<file path="config.mk">
export PLATFORM = sky130hd
export DESIGN_NAME = bin2bcd_seq
export DESIGN_NICKNAME = d
export VERILOG_FILES = /design/src/rtl/bin2bcd_pkg.sv /design/src/rtl/bcd_digit_adj.sv /design/src/rtl/bin2bcd_seq.sv
export SDC_FILE = /design/constraint.sdc
export NUM_CORES = 1
export LEC_CHECK = 0
export BUFFER_PORTS_ARGS = -buffer_cell sky130_fd_sc_hd__buf_2
export CORE_UTILIZATION = 62
export DETAILED_ROUTE_END_ITERATION = 6
export PLACE_DENSITY = 0.92
export SLEW_MARGIN = 5
export SYNTH_ARGS = -nofsm -noshare
export SYNTH_HDL_FRONTEND = slang
export SYNTH_SLANG_ARGS = --single-unit
export TNS_END_PERCENT = 30
</file>
<file path="constraint.sdc">
create_clock -name clk -period 4.5 [get_ports clk]
set_input_delay 0.45 -clock clk [delete_from_list [all_inputs] [get_ports clk]]
set_output_delay 0.45 -clock clk [all_outputs]
set_load 0.02 [all_outputs]
</file>
<file path="src/rtl/bin2bcd_pkg.sv">
// Shared types and helpers for the sequential binary-to-BCD converter.
// Holds the FSM state encoding, the digit width and a constant log2 helper.
package bin2bcd_pkg;

  typedef enum logic [1:0] {
    IDLE  = 2'd0,
    SHIFT = 2'd1,
    DONE  = 2'd2
  } state_t;

  localparam int BCD_W = 4;

  // Ceiling log2, usable in constant expressions for counter sizing.
  function automatic int clog2(input int value);
    int v;
    int r;
    v = value - 1;
    r = 0;
    while (v > 0) begin
      r++;
      v = v >> 1;
    end
    return r;
  endfunction

endpackage

</file>
<file path="src/rtl/bcd_digit_adj.sv">
// Double-dabble digit correction: a BCD digit of 5 or more gets +3 so the
// following left shift carries correctly into the next decade.
module bcd_digit_adj
  import bin2bcd_pkg::*;
(
  input  logic [BCD_W-1:0] i_dig,
  output logic [BCD_W-1:0] o_dig
);

  assign o_dig = (i_dig >= BCD_W'(5)) ? (i_dig + BCD_W'(3)) : i_dig;

endmodule

</file>
<file path="src/rtl/bin2bcd_seq.sv">
// Sequential shift-and-add-3 binary-to-BCD converter with optional
// two's-complement input, start/ready/valid handshake and overflow reporting.
module bin2bcd_seq
  import bin2bcd_pkg::*;
#(
  parameter int WIDTH  = 8,
  parameter int DIGITS = 3
) (
  input  logic                      clk,
  input  logic                      rst,
  input  logic                      start,
  input  logic [WIDTH-1:0]          bin,
  input  logic                      is_signed,
  output logic                      ready,
  output logic                      valid,
  output logic [BCD_W*DIGITS-1:0]   bcd,
  output logic                      neg,
  output logic                      overflow
);

  localparam int CNT_W   = clog2(WIDTH + 1);
  localparam int BCD_TOT = BCD_W * DIGITS;

  state_t               r_state;
  logic [CNT_W-1:0]     r_cnt;
  logic [WIDTH-1:0]     r_mag;
  logic [BCD_TOT-1:0]   r_dig;
  logic                 r_ovf;
  logic                 r_neg;
  logic                 r_ready;
  logic                 r_valid;
  logic [BCD_TOT-1:0]   r_bcd;
  logic                 r_neg_out;
  logic                 r_ovf_out;

  logic                 w_load_neg;
  logic [WIDTH-1:0]     w_mag_load;
  logic                 w_last;
  logic [BCD_TOT-1:0]   w_adj;
  logic [BCD_TOT-1:0]   w_dig_shift;
  logic [WIDTH-1:0]     w_mag_shift;
  logic                 w_carry;

  // The most negative value negates onto itself, which read unsigned is the
  // correct magnitude.
  assign w_load_neg = is_signed & bin[WIDTH-1];
  assign w_mag_load = w_load_neg ? (~bin + WIDTH'(1)) : bin;
  assign w_last     = (r_cnt == CNT_W'(WIDTH - 1));

  for (genvar g = 0; g < DIGITS; g++) begin : g_adj
    bcd_digit_adj u_adj (
      .i_dig (r_dig[g*BCD_W +: BCD_W]),
      .o_dig (w_adj[g*BCD_W +: BCD_W])
    );
  end

  // Bit falling off the top digit means the magnitude exceeds the digit range.
  assign {w_carry, w_dig_shift, w_mag_shift} = {w_adj, r_mag, 1'b0};

  always_ff @(posedge clk or posedge rst) begin
    if (rst) begin
      r_state   <= IDLE;
      r_cnt     <= '0;
      r_mag     <= '0;
      r_dig     <= '0;
      r_ovf     <= 1'b0;
      r_neg     <= 1'b0;
      r_ready   <= 1'b1;
      r_valid   <= 1'b0;
      r_bcd     <= '0;
      r_neg_out <= 1'b0;
      r_ovf_out <= 1'b0;
    end else begin
      r_valid <= 1'b0;
      case (r_state)
        IDLE, DONE: begin
          if (start) begin
            r_state <= SHIFT;
            r_ready <= 1'b0;
            r_cnt   <= '0;
            r_mag   <= w_mag_load;
            r_dig   <= '0;
            r_ovf   <= 1'b0;
            r_neg   <= w_load_neg;
          end else begin
            r_state <= IDLE;
            r_ready <= 1'b1;
          end
        end
        SHIFT: begin
          r_dig <= w_dig_shift;
          r_mag <= w_mag_shift;
          r_ovf <= r_ovf | w_carry;
          r_cnt <= r_cnt + CNT_W'(1);
          if (w_last) begin
            r_state   <= DONE;
            r_ready   <= 1'b1;
            r_valid   <= 1'b1;
            r_bcd     <= w_dig_shift;
            r_neg_out <= r_neg;
            r_ovf_out <= r_ovf | w_carry;
          end
        end
        default: begin
          r_state <= IDLE;
          r_ready <= 1'b1;
        end
      endcase
    end
  end

  assign ready    = r_ready;
  assign valid    = r_valid;
  assign bcd      = r_bcd;
  assign neg      = r_neg_out;
  assign overflow = r_ovf_out;

endmodule

</file>
==> impl_metrics.tcl, run 1 <==
set metrics [dict create \
    status "complete, no violations" \
    drc 0 \
    clock-sinks 44 \
    syn_nets 227 \
    dp_hpwl_microns 2931 \
    mostFrequentLayoutCells "dfrtp_1 (43), buf_2 (27), o21ai_0 (15), nor2_1 (15)" \
    drt-total-wl_microns 4088 \
    cp.required_ps 4770 \
    syn_area_sq_um 2250 \
    post_cts_buffers 0 \
    vdd_ir_drop_max_v 0.0003719 \
    yosysTopAreaCellShare_pct 47.83 \
    num_antenna_cells 0 \
    die-area_sq_um 3873 \
    grt_max_degree 45 \
    gp_congestion 0.7547 \
    crit_chain "and2b_1, nor2_2, a22oi_1, o21ai_0" \
    wl_met2_microns 2117 \
    routedWlPerCell_microns 14.60 \
    numCtsBuffers 5 \
    clock_skew_ps 11.97 \
    synth.yosys.seq_area_share_pct 49.00 \
    timing.fmax_ghz 0.5136 \
    slew_headroom_pct 51.80 \
    grt_pass1_vias 1580 \
    tightest_slew_ps 722.3 \
    grt_pass1_wl_microns 7293 \
    cts_tree "done" \
    hold_viol 0 \
    drt_iter0_markers 98 \
    ys_types 39 \
    holdWs_ps 189.2 \
    initial_utilization_pct 65.86 \
    rsz0062_at_grt "false" \
    synth_edf_count 0 \
    path_delay_family "simple AND/OR/NAND/NOR gates" \
    p_seq_share_pct 38.9 \
    worstHoldPathType "in -> async" \
    ctsRootBufferMaster "clkbuf_4" \
    swShare_pct 40.21 \
    grt_antenna_before_repair 0 \
    fp.coreArea_sq_um 3416 \
    cts_htree_levels 2 \
    cp_slowest_stage_delay_ps 680 \
    p_comb_share_pct 45.2 \
    placed_area_sq_um 2376 \
    clockBufferDepth 2 \
    grtUsageTotal_pct 24.51 \
    numPortBuffers 27 \
    vias 1619 \
    slew_viol_final 0 \
    area_growth_pct 9.955 \
    period_share_pct 43.26 \
    cp.arrival_ps 2220 \
    layout_commonest_cell "dfrtp_1" \
    synth_async_sr_flop_share_pct 100.0 \
    drv_cap 0 \
    stdcell_area_sq_um 2474 \
    critPathLaunchType "flip-flop" \
    yosys_warnings 0 \
    final_layout_size_suffix_gt1_share_pct 23.50 \
    path_clk_slew_ps 130 \
    switchingPower_uw 748.5 \
    synth_area_leaders "dfrtp_1 (48%), mux2_4 (4.7%), ha_1 (4.4%), a22o_1 (3.5%), o21ai_0 (3.3%)" \
    dr.max_layer_used "met4" \
    pwr-share-clk_pct 15.8 \
    num_rows 21 \
    fp.dieW_microns 62.24 \
    p_int_uw 1113 \
    setup_viol 0 \
    synth_top_flop_cell "dfrtp_1" \
    p_per_area_nw_per_um2 752.5 \
    synth_largest_area_cell "dfrtp_1" \
    die_h_microns 62.24 \
    drt-pass1-iter-count 4 \
    grt_overflow 0 \
    end_kind "flip-flop" \
    clock_latency_ps 370 \
    synth_seq_cells 44 \
    tns_ps 0 \
    critPathBufInv 0 \
    avgSynthCellArea_sq_um 10.87 \
    fin_crit_ps 1947 \
    holdBufCountCts 0 \
    p_leak_uw 0.001172 \
    cts-resized-gates 0 \
    met1_length_microns 1760 \
    path_max_fanout 21 \
    final_nets 254 \
    cp_slowest_cell "nor2_2" \
    design.portCount 28 \
    crit_type "reg -> reg" \
    ant_nets 0 \
    synthCells 207 \
    via_per_inst 5.782 \
    wl_met3_microns 154 \
]
## metrics by stage
| stage | std cells | total power, uW | setup WS (ps) | utilization (%) |
|---|---|---|---|---|
| global route | 280 | 2000 | 2331 | 72.42 |
| CTS | 280 | 1873 | 2562 | 72.42 |
| detailed placement | 273 | 1575 | 2612 | 69.56 |
| global placement | 273 | 1522 | 2692 | 69.56 |
| finish | 280 | 1862 | 2553 | 72.42 |
| floorplan | 207 | 1387 | 3021 | - |
## per-layer routing
metal,vias to the layer above,global-route usage [%]
met5,-,0
met4,0,7.849
met3,6,6.066
met2,35,42.17
met1,799,30.28
li1,779,-
## cell type report
| class | count | area [sq um] |
|---|---|---|
| Inverter | 11 | 41.29 |
| Clock inverter | 2 | 60.06 |
| Sequential cell | 44 | 1102 |
| Timing Repair Buffer | 28 | 142.6 |
| Multi-Input combinational cell | 144 | 1032 |
| Clock buffer | 5 | 37.54 |
| Tap cell | 46 | 57.56 |
| Fill cell | 268 | 942.2 |
## power by group through the flow
| stage | logic, uW | clock network [uW] | registers [uW] |
|---|---|---|---|
| 2_1_floorplan | 607 | 0 | 780 |
| 3_3_place_gp | 803 | 0 | 718 |
| 3_5_place_dp | 845 | 0 | 731 |
| 4_1_cts | 849 | 300 | 724 |
| 5_1_grt | 933 | 318 | 750 |
| 6_report | 842 | 295 | 725 |
## flip-flops by register name, indices dropped and copies added, names as in the netlist
signal    flops
bcd          12
r_dig        12
r_mag         8
r_cnt         4
r_state       2
neg           1
overflow      1
r_neg         1
r_ovf         1
ready         1
valid         1
## synthesized netlist by cell type (2+ instances only)
cell / instances
a21oi_1: 14
a21oi_2: 3
a22o_1: 9
a22oi_1: 5
and2b_1: 2
buf_4: 3
buf_6: 2
dfrtp_1: 43
ha_1: 8
inv_1: 11
mux2_2: 3
mux2_4: 7
mux2i_1: 6
nand2_1: 14
nand2b_1: 5
nand3_1: 6
nor2_1: 15
nor3_1: 4
nor3b_1: 6
o21ai_0: 15
o21ai_1: 3
xnor2_1: 6
## worst reg2reg max path, cell delays in order, from the launching register on
cell     delay (ps)
dfrtp_1         460
and2b_1         420
nor2_2          680
a22oi_1         160
o21ai_0         140
## cell families (layout without fill, tap and decap cells)
kind of cell / Yosys count / after routing / share of synthesized area (%)
muxes: 16 / 16 / 8.843
AOI/OAI and AO/OA: 55 / 55 / 15.74
and+or+nand+nor: 58 / 58 / 14.13
xor gates and xnor gates: 7 / 7 / 2.725
adders and majority gates: 8 / 8 / 4.450
DFF: 44 / 44 / 49.00
buffers and inverters: 19 / 46 / 5.116
## path summary, 6_finish.rpt
path | startpoint | endpoint | slack, ps | cells after the start
min in group clk | bin[7] | r_mag[7] | 360 | 3
worst min register to register | r_cnt[3] | r_cnt[3] | 490 | 1
worst max-delay path | r_state[0] | r_mag[2] | 2550 | 4
max in group asynchronous | rst | ready | 3920 | 3
worst max register to register | r_state[0] | r_mag[2] | 2550 | 4
worst min-delay path | rst | bcd[7] | 190 | 3
Note: power is estimated with default switching activity, not from simulation.
==> inputs of run 2 (changes only) <==
--- a/config.mk
+++ b/config.mk
@@ -6,9 +6,9 @@
 export NUM_CORES = 1
 export LEC_CHECK = 0
 export BUFFER_PORTS_ARGS = -buffer_cell sky130_fd_sc_hd__buf_2
-export CORE_UTILIZATION = 62
+export CORE_UTILIZATION = 57
 export DETAILED_ROUTE_END_ITERATION = 6
-export PLACE_DENSITY = 0.92
+export PLACE_DENSITY = 0.87
 export SLEW_MARGIN = 5
 export SYNTH_ARGS = -nofsm -noshare
 export SYNTH_HDL_FRONTEND = slang
==> constraint.sdc (replaced) <==
create_clock -name clk -period 1.95 [get_ports clk]
set_input_delay 0.195 -clock clk [delete_from_list [all_inputs] [get_ports clk]]
set_output_delay 0.195 -clock clk [all_outputs]
set_load 0.02 [all_outputs]
==> run 2 against run 1 <==
Compared with the run above:
- worst hold slack worse by 170 ps
- clock-buffer cell count up 1
- largest cell class unchanged
- global-route usage down 3.5 points
- wire length down 6.1%
- largest power group unchanged
==> impl_metrics.tcl, run 2 (same netlist as run 1, synthesis figures left out) <==
set metrics [dict create \
    clock-sinks 44 \
    vdd_ir_drop_max_v 0.0008402 \
    post_cts_buffers 0 \
    pwr-share-clk_pct 12.9 \
    pre_cts_ws_ps 260.8 \
    holdWs_ps 19.71 \
    p_int_uw 2462 \
    layout_commonest_cell "dfrtp_1" \
    grt_pass1_wl_microns 6596 \
    fp.coreArea_sq_um 3716 \
    grt_antenna_before_repair 0 \
    switchingPower_uw 1690 \
    slew_viol_final 0 \
    hold_viol 0 \
    routedWlPerCell_microns 13.47 \
    p_leak_uw 0.001176 \
    fin_crit_ps 1677 \
    drt_iter0_markers 95 \
    final_nets 257 \
    drv_cap 0 \
    ctsRootBufferMaster "clkbuf_8" \
    p_seq_share_pct 40.1 \
    dp_hpwl_microns 2792 \
    design.portCount 28 \
    num_rows 22 \
    grtUsageTotal_pct 21.03 \
    cts_htree_levels 2 \
    gp_congestion 0.8047 \
    timing.fmax_ghz 0.5962 \
    mostFrequentLayoutCells "dfrtp_1 (43), buf_2 (27), o21ai_0 (15), nor2_1 (15)" \
    cp_slowest_stage_delay_ps 390 \
    tightest_slew_ps 526.8 \
    drt-total-wl_microns 3840 \
    final_layout_size_suffix_gt1_share_pct 24.05 \
    initial_utilization_pct 60.54 \
    numPortBuffers 27 \
    worstHoldPathType "in -> async" \
    status "complete, no violations" \
    holdBufCountCts 0 \
    clockBufferDepth 2 \
    tns_ps 0 \
    fp.dieW_microns 64.83 \
    grt_pass1_vias 1488 \
    die-area_sq_um 4202 \
    p_per_area_nw_per_um2 1675 \
    setup_viol 0 \
    grt_overflow 0 \
    grt_max_degree 45 \
    cts_tree "done" \
    drc 0 \
    placed_area_sq_um 2401 \
    path_max_fanout 21 \
    critPathLaunchType "flip-flop" \
    area_growth_pct 10.18 \
    num_antenna_cells 0 \
    clock_skew_ps 9.410 \
    period_share_pct 86.01 \
    clock_latency_ps 300 \
    via_per_inst 5.607 \
    setup_ws_ps 272.7 \
    crit_type "reg -> reg" \
    end_kind "flip-flop" \
    path_clk_slew_ps 80 \
    ant_nets 0 \
    swShare_pct 40.71 \
    p_comb_share_pct 47.0 \
    crit_chain "ha_1, nand3b_1, nor2_8, mux2_2" \
    slew_headroom_pct 64.88 \
    stdcell_area_sq_um 2479 \
    drt-pass1-iter-count 4 \
    numCtsBuffers 5 \
    cp.arrival_ps 1870 \
    cp.required_ps 2140 \
    cp_slowest_cell "dfrtp_1" \
    vias 1598 \
    rsz0062_at_grt "false" \
    die_h_microns 64.83 \
    cts-resized-gates 0 \
    finalPower_uw 4153 \
]
==> run 2: changes by cell type in the layout (fill, tap and decap cells not counted) <==
cell | previous run | this run
clkbuf_4 | 5 | 0
bufinv_16 | 2 | 0
clkbuf_8 | 0 | 5
clkinv_2 | 0 | 1
buf_4 | 1 | 4
clkbuf_1 | 0 | 1
==> run 2: layer usage <==
layer / global-route usage, % / vias up / wire length (microns)
li1: - / 783 / -
met1: 27.15 / 770 / 1742
met2: 33.98 / 37 / 1866
met3: 5.458 / 8 / 163
met4: 7.500 / 0 / 69
met5: 0 / - / 0
==> run 2: area by class of cell <==
cell class	count	area (sq um)
clock inverter	1	5.005
tap	48	60.06
multi-input combinational	144	1032
inverter	11	41.29
clock buffer	6	72.57
sequential	44	1102
timing repair buffer	31	165.2
fill	318	1237
==> run 2: power groups by stage <==
stage | Combinational [uW] | Clock, uW | Sequential [uW]
floorplan | 1400 | 0 | 1800
global placement | 1880 | 0 | 1670
detailed placement | 1970 | 0 | 1690
CTS | 1980 | 552 | 1670
global route | 2180 | 584 | 1730
finish | 1950 | 534 | 1670
==> run 2: critical path, delay by kind of cell (launching register included) <==
family / cells / cell delay, ps
DFF: 1 / 390
muxes: 1 / 380
adders and majority gates: 1 / 200
and+or+nand+nor: 2 / 600
==> run 2: path summary, 6_finish.rpt <==
kind,from,to,slack [ps],cells after the start
max in group asynchronous,rst,ready,1560,3
min in group clk,bin[7],r_mag[7],180,3
max,r_cnt[0],bcd[10],270,4
min reg2reg,r_cnt[3],r_cnt[3],480,1
min,rst,r_cnt[2],20,3
max reg2reg,r_cnt[0],bcd[10],270,4
==> run 2: through the flow <==
stage,util [%],instances
6_report,66.70,285
5_1_grt,66.70,285
4_1_cts,66.70,285
3_5_place_dp,64.61,278
3_3_place_gp,64.61,278
2_1_floorplan,-,207
==> inputs of run 3 (changes only) <==
--- a/config.mk
+++ b/config.mk
@@ -5,10 +5,10 @@
 export SDC_FILE = /design/constraint.sdc
 export NUM_CORES = 1
 export LEC_CHECK = 0
-export BUFFER_PORTS_ARGS = -buffer_cell sky130_fd_sc_hd__buf_2
-export CORE_UTILIZATION = 57
+export CORE_UTILIZATION = 62
 export DETAILED_ROUTE_END_ITERATION = 6
-export PLACE_DENSITY = 0.87
+export DONT_BUFFER_PORTS = 1
+export PLACE_DENSITY = 0.86
 export SLEW_MARGIN = 5
 export SYNTH_ARGS = -nofsm -noshare
 export SYNTH_HDL_FRONTEND = slang
==> run 3 against run 2 <==
Compared with the run above:
- cell area decreased by 4.1%
- critical endpoint is now r_dig[3]
- utilization grew 2.9 points
- sequential power is 13% higher
==> impl_metrics.tcl, run 3 (same netlist as run 1, synthesis figures left out) <==
set metrics [dict create \
    post_cts_buffers 0 \
    crit_type "reg -> reg" \
    critPathLaunchType "flip-flop" \
    grt_overflow 0 \
    path_clk_slew_ps 130 \
    period_share_pct 91.16 \
    p_per_area_nw_per_um2 1735 \
    status "complete, no violations" \
    p_leak_uw 0.001079 \
    slew_viol_final 0 \
    layout_commonest_cell "dfrtp_1" \
    numCtsBuffers 5 \
    timing.fmax_ghz 0.5625 \
    hold_viol 0 \
    cts_tree "done" \
    initial_utilization_pct 65.86 \
    worstHoldPathType "in -> reg" \
    dr.max_layer_used "met4" \
    clockBufferDepth 2 \
    p_seq_share_pct 45.8 \
    num_rows 21 \
    clock-sinks 44 \
    rsz0062_at_grt "false" \
    area_growth_pct 5.617 \
    grt_pass1_vias 1620 \
    vias 1545 \
    setup_viol 0 \
    tns_ps 0 \
    design.portCount 28 \
    dp_hpwl_microns 2796 \
    ctsRootBufferMaster "clkbuf_4" \
    drt-total-wl_microns 4015 \
    slew_headroom_pct 44.88 \
    final_layout_size_suffix_gt1_share_pct 14.55 \
    die_h_microns 62.24 \
    placed_cells 248 \
    vdd_ir_drop_max_v 0.0009546 \
    grtUsageTotal_pct 24.12 \
    clock_latency_ps 370 \
    gp_congestion 0.8233 \
    drv_cap 0 \
    switchingPower_uw 1715 \
    numPortBuffers 0 \
    die-area_sq_um 3873 \
    drt_iter0_markers 39 \
    end_kind "flip-flop" \
    wl_met2_microns 1967 \
    drc 0 \
    path_max_fanout 20 \
    p_comb_share_pct 39.4 \
    holdBufCountCts 3 \
    tightest_slew_ps 825.9 \
    p_int_uw 2406 \
    grt_max_degree 45 \
    final_nets 232 \
    grt_antenna_before_repair 0 \
    met1_length_microns 1773 \
    pwr-share-clk_pct 14.8 \
    cts_htree_levels 2 \
    holdWs_ps 24.37 \
    drt-pass1-iter-count 4 \
    cp.arrival_ps 2090 \
    num_antenna_cells 0 \
    cp.required_ps 2260 \
    routedWlPerCell_microns 15.50 \
    wl_met3_microns 181 \
    clock_skew_ps 21.02 \
    cts-resized-gates 0 \
    fp.dieW_microns 62.24 \
    fin_crit_ps 1778 \
    mostFrequentLayoutCells "dfrtp_1 (43), o21ai_0 (15), nor2_1 (15)" \
    fin_cells 259 \
    via_per_inst 5.965 \
    ant_nets 0 \
    swShare_pct 41.61 \
    grt_pass1_wl_microns 7169 \
    fp.coreArea_sq_um 3416 \
]
-- run 3: cell types whose count changed in the layout (fill, tap and decap cells not counted) --
cell,previous run,this run
buf_2,27,0
buf_4,4,3
bufinv_16,0,1
clkbuf_1,1,0
clkbuf_4,0,5
clkbuf_8,5,1
clkinv_2,1,0
clkinv_4,0,1
dlygate4sd3_1,0,3
-- run 3: through the flow --
| step | utilization [%] | setup slack (ps) | cell area, sq um | total power [uW] |
|---|---|---|---|---|
| floorplan | - | 492.7 | 2250 | 3201 |
| global placement | 66.04 | 319.0 | 2256 | 3389 |
| detailed placement | 66.04 | 239.5 | 2256 | 3517 |
| CTS | 69.56 | 213.3 | 2376 | 4138 |
| global route | 69.56 | 80.51 | 2376 | 4434 |
| finish | 69.56 | 172.3 | 2376 | 4121 |
-- run 3: area by class of cell --
| type | count | area, sq um |
|---|---|---|
| fillers | 259 | 1040 |
| clock buffers | 6 | 51.30 |
| inverters | 11 | 41.29 |
| repair buffers | 6 | 52.55 |
| flip-flops and latches | 44 | 1102 |
| well taps | 46 | 57.56 |
| clock inverters | 2 | 38.79 |
| multi-input cells | 144 | 1032 |
-- run 3: worst paths after layout --
kind / slack, ps / end / depth (start not counted) / from
setup / recovery: 170 / r_dig[3] / 4 / r_state[0]
hold / removal: 20 / r_mag[3] / 2 / bin[3]
setup reg to reg: 170 / r_dig[3] / 4 / r_state[0]
hold reg to reg: 490 / r_cnt[3] / 1 / r_cnt[3]
max in group asynchronous: 1180 / ready / 3 / rst
min in group asynchronous: 390 / bcd[10] / 3 / rst
-- run 3: power groups by stage --
stage	sequential, uW	combinational [uW]	clock [uW]
detailed placement	1900	1610	0
floorplan	1800	1400	0
CTS	1890	1630	622
finish	1890	1620	612
global route	1950	1830	659
global placement	1870	1520	0
-- run 3: critical path: stages (launching register included) --
cell and delay [ps]:
dfrtp_1 470, and2b_1 270, nor2_2 650, o21ai_0 230, nand2_1 110
-- run 3: per-layer routing --
layer,up-vias,track usage [%]
met4,0,12.21
met5,-,0
met3,8,5.147
li1,736,-
met2,38,40.11
met1,763,29.68
